$ cat config.mk
export PLATFORM = sky130hd
export DESIGN_NAME = lm_sm_sequencer
export DESIGN_NICKNAME = d
export VERILOG_FILES = /design/src/rtl/lm_sm_sequencer.sv
export SDC_FILE = /design/constraint.sdc
export NUM_CORES = 1
export LEC_CHECK = 0
export CORE_UTILIZATION = 40
export CTS_BUF_LIST = sky130_fd_sc_hd__clkbuf_2
export CTS_CLUSTER_DIAMETER = 100
export DETAILED_ROUTE_END_ITERATION = 12
export PLACE_DENSITY_LB_ADDON = 0.05
export SLEW_MARGIN = 20
export SYNTH_ARGS = -nofsm -noshare
export SYNTH_HDL_FRONTEND = slang
export SYNTH_SLANG_ARGS = --single-unit
$ cat constraint.sdc
create_clock -name clk -period 2.58 [get_ports clk]
set_input_delay 0.516 -clock clk [delete_from_list [all_inputs] [get_ports clk]]
set_output_delay 0.516 -clock clk [all_outputs]
set_load 0.005 [all_outputs]
$ cat src/rtl/lm_sm_sequencer.sv
// LM/SM multi-cycle sequencer: walks a register mask, transferring one register
// per memory beat between the register file and consecutive memory addresses.
// The pipeline is stalled (busy) while beats are in flight. A one-cycle done
// pulse follows the last beat, with r7_written set if an LM sequence wrote R7.
module lm_sm_sequencer #(
   parameter int  DATA_W = 16,
   parameter int  NREG   = 8,
   localparam int RA_W   = $clog2(NREG)
) (
   input  logic              clk,
   input  logic              rst,
   input  logic              start,
   input  logic              is_load,
   input  logic [NREG-1:0]   reg_mask,
   input  logic [DATA_W-1:0] base_addr,
   output logic              busy,
   output logic              done,
   output logic              r7_written,
   output logic [RA_W-1:0]   rf_rd_addr,
   input  logic [DATA_W-1:0] rf_rd_data,
   output logic              rf_wr_en,
   output logic [RA_W-1:0]   rf_wr_addr,
   output logic [DATA_W-1:0] rf_wr_data,
   output logic [DATA_W-1:0] mem_addr,
   output logic              mem_rd_en,
   output logic              mem_wr_en,
   output logic [DATA_W-1:0] mem_wr_data,
   input  logic [DATA_W-1:0] mem_rd_data,
   input  logic              mem_ready
);

   typedef enum logic [1:0] {
      S_IDLE   = 2'd0,
      S_ACCESS = 2'd1,
      S_DONE   = 2'd2
   } state_t;

   // R7 is the program counter; an LM that loads it must be reported upstream.
   localparam logic [RA_W-1:0] PC_IDX = RA_W'(7);

   state_t              state;
   state_t              state_next;
   logic                op_load;
   logic [NREG-1:0]     rem_mask;
   logic [DATA_W-1:0]   ptr;
   logic                r7_flag;

   logic [RA_W-1:0]     idx;
   logic [NREG-1:0]     idx_bit;
   logic [NREG-1:0]     mask_left;

   // Lowest set bit of the remaining mask picks the register for this beat.
   always_comb begin
      idx = '0;
      for (int i = NREG - 1; i >= 0; i--) begin
         if (rem_mask[i]) idx = RA_W'(i);
      end
      idx_bit   = NREG'(1) << idx;
      mask_left = rem_mask & ~idx_bit;
   end

   // State register.
   always_ff @(posedge clk or posedge rst) begin
      if (rst) state <= S_IDLE;
      else     state <= state_next;
   end

   // Next state and all outputs; everything idles at zero outside ACCESS.
   always_comb begin
      state_next  = state;
      busy        = 1'b0;
      done        = 1'b0;
      r7_written  = 1'b0;
      rf_rd_addr  = '0;
      rf_wr_en    = 1'b0;
      rf_wr_addr  = '0;
      rf_wr_data  = '0;
      mem_addr    = '0;
      mem_rd_en   = 1'b0;
      mem_wr_en   = 1'b0;
      mem_wr_data = '0;
      case (state)
         S_IDLE: begin
            if (start) state_next = (reg_mask != '0) ? S_ACCESS : S_DONE;
         end
         S_ACCESS: begin
            busy       = 1'b1;
            mem_addr   = ptr;
            rf_rd_addr = idx;
            rf_wr_addr = idx;
            if (op_load) begin
               mem_rd_en  = 1'b1;
               rf_wr_en   = mem_ready;
               rf_wr_data = mem_rd_data;
            end else begin
               mem_wr_en   = 1'b1;
               mem_wr_data = rf_rd_data;
            end
            if (mem_ready && (mask_left == '0)) state_next = S_DONE;
         end
         S_DONE: begin
            done       = 1'b1;
            r7_written = r7_flag;
            state_next = S_IDLE;
         end
         default: state_next = S_IDLE;
      endcase
   end

   // Sequence context: latched on launch, advanced once per completed beat.
   always_ff @(posedge clk or posedge rst) begin
      if (rst) begin
         op_load  <= 1'b0;
         rem_mask <= '0;
         ptr      <= '0;
         r7_flag  <= 1'b0;
      end else begin
         case (state)
            S_IDLE: begin
               if (start) begin
                  op_load  <= is_load;
                  rem_mask <= reg_mask;
                  ptr      <= base_addr;
                  r7_flag  <= 1'b0;
               end
            end
            S_ACCESS: begin
               if (mem_ready) begin
                  rem_mask <= mask_left;
                  ptr      <= ptr + DATA_W'(1);
                  if (op_load && (idx == PC_IDX)) r7_flag <= 1'b1;
               end
            end
            default: ;
         endcase
      end
   end

endmodule

# Word-level counts from Yosys, hierarchy flattened
# Index checks and enable logic that the tools add are counted.
classes:
  n_mux: 37
  n_bitwise: 2
  addsub: 1
  n_reduce_logical: 10
  n_shift: 1
  n_eq_ne: 7
op_table:
  columns: ["operator", "count"]
  rows:
  - ["$mux W16", 7]
  - ["$pmux W16 S2", 1]
  - ["$mux W3", 9]
  - ["$add A16 B1 Y16 const B", 1]
  - ["$mux W8", 2]
  - ["$pmux W8 S2", 1]
  - ["$mux W1", 12]
  - ["$and A8 B8 Y8", 1]
  - ["$logic_not A8 Y1", 1]
  - ["$ne A2 B2 Y1 const B", 4]
  - ["$not A8 Y8", 1]
  - ["$reduce_bool A8 Y1", 1]
  - ["$shl A1 B3 Y8 const A", 1]
  - ["$mux W2", 3]
  - ["$pmux W2 S2", 1]
  - ["$reduce_and A2 Y1", 2]
  - ["$reduce_and A4 Y1", 1]
  - ["$eq A3 B3 Y1 const B", 1]
  - ["$reduce_and A3 Y1", 1]
  - ["$eq A2 B1 Y1 const B", 1]
  - ["$eq A2 B2 Y1 const B", 1]
  - ["$logic_and A1 B1 Y1", 2]
  - ["$logic_not A2 Y1", 1]
  - ["$pmux W1 S2", 1]
  - ["$reduce_bool A2 Y1", 1]
word_totals:
  out_inout_bits: 60
  wordCells: 63
  ff_bits: 28
  inputBits: 61

# Logic depth before layout (Yosys ltp)
depth:
  word_depth: 15
  ltp_mapped: 8
  depth_no_buf: 6

# Least setup slack after synthesis
# OpenSTA, ideal clock, no wires.
synth_path:
  path_kind: "register -> output"
  start: "register rem_mask[3]"
  end: "output port rf_wr_addr[2]"
  slack_ns: 0.583
  n_path_buf: 2
  arrival_time_ns: 1.481
  path_stages_with_launch: 5
  required_ns: 2.064
  cell_sequence: "dfrtp_1 or4_1 buf_2 nor3_1 buf_4"
synth_via:
  elab_chain_len: 5
synth_lines:
  columns: ["item", "line", "source"]
  rows:
  - ["from (decl)", "44", "logic [NREG-1:0] rem_mask;"]
  - ["from (signal assigned)", "122", "rem_mask <= reg_mask;"]
  - ["from (signal assigned)", "129", "rem_mask <= mask_left;"]
  - ["$mux W3 (4 in a row)", "56", "if (rem_mask[i]) idx = RA_W'(i);"]
  - ["$mux W3", null, null]
  - ["to (decl)", "22", "output logic [RA_W-1:0] rf_wr_addr,"]
# No other way between the ends.

# Worst setup path after layout
layout_path:
  start: "register state[1]"
  end: "output port rf_wr_data[0]"
layout_via:
  elab_chain_len: 2
layout_lines:
  columns: ["item", "line", "source"]
  rows:
  - ["from (decl)", "41", "state_t state;"]
  - ["from (signal assigned)", "65", "else state <= state_next;"]
  - ["$eq A2 B1 Y1", "82", "case (state)"]
  - ["$mux W16", "82", null]
  - ["to (decl)", "23", "output logic [DATA_W-1:0] rf_wr_data,"]
# No other way between the ends.

==> summary.txt <==
Synthesis
  – Synthesized instance count: 262
  – Portion of synthesized cell area occupied by the leading cell type: 0.336
  – Library cell occupying the most area in the post-synthesis netlist: dfrtp_1
  – Top cells by area, synth: dfrtp_1, and2_1, and3_1, nand2_1, a21oi_1
  – Cell with the most instances after synthesis: and2_1
  – Post-synth EDFFs: 0
  – Post-synthesis async set-or-reset flop share: 1.00
  – Synth unique cells: 50
  – Mapped cell area: 2090 sq um
  – Synthesized netlist net count: 324
  – Number of synthesized register bits: 28
  – Number of warnings issued by yosys: 0
  – Fraction of the yosys area taken by sequential cells: 0.336
  – Average cell area after synthesis: 7.96 sq um
  – Commonest cells in the netlist: and2_1, dfrtp_1, nand2_1
  – Commonest register cell after synthesis: dfrtp_1

STA
  – Final Hold Violating Endpoints: 0
  – Period utilization: 0.969
  – Final Max Slew Viols: 0
  – Peak clock frequency supported by timing: 0.400 GHz
  – Post-route setup TNS: 0 ns
  – Crit path time final: 2.50 ns
  – Maximum clock skew at final layout: 0.0151 ns
  – Slew at the pin closest to its max-slew limit: 0.548 ns
  – Normalized max-slew margin: 0.631
  – Setup repair after global routing missed its margin: false
  – Setup violation total in the final timing report: 0

Pwr
  – Total power divided by cell area: 1210 nW/um^2
  – Leakage Power: 1.50 nW
  – Peak ir drop on the vdd network: 0.672 mV
  – Design Power: 4.28 mW

Floorplan
  – Horiz. Die Dim: 74.2 microns
  – Core Box Area: 4880 sq um
  – IO Pins: 121
  – Y dimension of the die: 74.2 microns
  – Initial cell density of the core: 0.427
  – Placement row count: 25
  – Die outline area: 5510 sq um

Final layout
  – Layout area overhead: 69.8%
  – Share of layout cells above drive strength 1: 0.0914
  – Layout Cells excl Fill: 450
  – Number of antenna cells inserted: 0
  – Final core area utilization: 0.726
  – Number of fill cells: 398
  – Final layout net count: 446

Critical path
  – Type of destination of the critical path: primary output
  – Required time of the critical path: 2.06 ns
  – Critical Path, Cell by Cell: nand2b_4 -> clkinv_4 -> buf_12 -> and3_1 -> clkdlybuf4s50_1
  – Setup crit start kind: register
  – CP arrival: 1.98 ns
  – Cell class contributing the biggest share of worst-path delay: buffers and inverters
  – Critical path class: reg2out
  – Number of buffer and inverter instances along the worst setup path: 3
  – Crit Path Max Fanout: 16
  – Slowest Stage Delay on Critical Path: 0.56 ns
  – Slowest cell on crit path: clkdlybuf4s50_1

Global routing
  – GRT Total Usage: 0.271
  – First-pass GRT wire length: 11.5 mm
  – Largest net degree at the start of global routing: 32
  – Global-route congestion overflow total: 0
  – Number of antenna violations at the first check in global routing: 0
  – Number of global-route vias before repair: 2,257

Clock tree
  – Number of hold buffers added after CTS: 0
  – Clock-pin slew reported for the worst setup and hold paths after clock tree synthesis: 0.29 ns
  – Number of buffers on the longest clock path: 2
  – CTS tree: done
  – Clock net sink count: 28
  – Root Buffer Master: clkbuf_2
  – Clk_lat worst skew: 0.39 ns
  – H-tree levels: 1
  – Number of buffers inserted during clock tree synthesis: 3

Hold path
  – Worst min-delay path class: in2async

Place
  – Post-placement cell count: 439
  – Final HPWL from detailed placement: 5.39 mm
  – Count of buffers from port buffering: 120
  – Last weighted congestion value of the routability-driven placer: 0.913

Status
  – Outcome: finished, final reports clean

Detailed routing
  – DRC violation count after routing: 0
  – Average wire per standard cell: 17.2 microns
  – Starting DRC count in detailed routing: 199
  – Post-detailed-route via-to-cell ratio: 5.56
  – Total wire length: 7.72 mm
  – Number of detailed-routing iterations run before antenna repair: 4
  – Vias: 2,502
  – Antenna Violating Nets Remaining: 0

Flow run
  – Max-cap violation count: 0
stage by stage:
| stage | cell area [sq um] | worst slack [ns] | hold WS (ns) |
|---|---|---|---|
| 2_1_floorplan | 2090 | 0.583 | 0.464 |
| 3_5_place_dp | 3370 | 0.201 | 0.493 |
| 5_1_grt | 3540 | 0.00442 | 0.498 |
| 3_3_place_gp | 3370 | 0.239 | 0.485 |
| 6_report | 3540 | 0.0804 | 0.454 |
| 4_1_cts | 3500 | -0.0500 | 0.477 |
metal layers:
layer | track usage | up-vias | wire length, microns
met5 | 0 | - | 0
met4 | 0.0734 | 0 | 102
met3 | 0.0420 | 10 | 688
met2 | 0.473 | 127 | 3760
met1 | 0.349 | 1173 | 3170
li1 | - | 1192 | -
cells in the final DEF (no fill, tap or decap), types with 2 or more instances in the layout:
cell,count
nand4_1,4
clkdlybuf4s50_1,116
nor2_1,12
o22ai_1,5
o311a_1,2
and4_1,3
o21ai_0,11
nand2b_1,2
buf_4,14
o21bai_1,2
dfrtp_1,27
or4_1,4
o22a_1,3
inv_1,9
and2_1,31
nor4_1,4
a2bb2oi_1,5
nor2_2,2
a211oi_1,2
maj3_1,2
a21oi_1,16
o21ai_1,3
o2bb2ai_1,2
a22o_1,5
nor3_1,6
nand3_1,8
dlygate4sd2_1,4
nand2_1,24
and3_1,20
mux2i_1,2
clkbuf_2,3
power by group:
part | total, mW | switching [mW] | internal, mW
sequential | 0.918 | 0.271 | 0.647
combinational | 3.09 | 1.42 | 1.67
clock | 0.274 | 0.141 | 0.133
worst paths after layout:
check	start	endpoint	slack (ns)	cells past startpoint
max	state[1]$_DFFE_PP0P_	rf_wr_data[0]	0.08	5
max in group asynchronous	rst	rem_mask[7]$_DFFE_PP0P_	1.84	3
max reg2reg	state[0]$_DFFE_PP0P_	ptr[13]$_DFFE_PP0P_	0.72	5
min reg2reg	r7_flag$_DFFE_PP0P_	r7_flag$_DFFE_PP0P_	0.54	1
min in group clk	r7_flag$_DFFE_PP0P_	r7_flag$_DFFE_PP0P_	0.54	1
min	rst	rem_mask[1]$_DFFE_PP0P_	0.45	3
kinds of logic (layout without fill, tap and decap cells):
| kind of cell | count (synthesis) | after routing | share of synthesized area |
|---|---|---|---|
| compound gates | 67 | 67 | 0.217 |
| fa+ha+maj | 3 | 3 | 0.0156 |
| buf+inv | 31 | 152 | 0.0660 |
| flops | 28 | 28 | 0.336 |
| mux | 3 | 3 | 0.0150 |
| simple gates | 130 | 130 | 0.351 |
state kept, by name (all words and copies together), names as in the netlist:
register and count:
op_load 1, rem_mask 8, state 2, r7_flag 1
ptr 16
cell type report:
type	instances	area (sq um)	area share
timing repair buffer	138	1390	0.391
multi-input combinational	203	1280	0.362
sequential	28	702	0.198
tap	67	83.8	0.0237
inverter	10	42.5	0.0120
clock inverter	1	30.0	0.00848
clock buffer	3	15.0	0.00424
worst reg2reg max path, delay by kind of cell, from the launching register on:
family                 cells  cell delay [ns]
multiplexers               1             0.33
buffers and inverters      1             0.18
AND/OR/NAND/NOR            2             0.58
flip-flops                 1             0.46
AO/OA/AOI/OAI              1             0.23
what timing repair did:
item                       in CTS  in global routing
buffers inserted                4                  0
setup endpoints to repair      30                 53
gates cloned                    1                  2
gates resized for setup        11                  7
No activity file was read; power rests on OpenSTA's default activity.
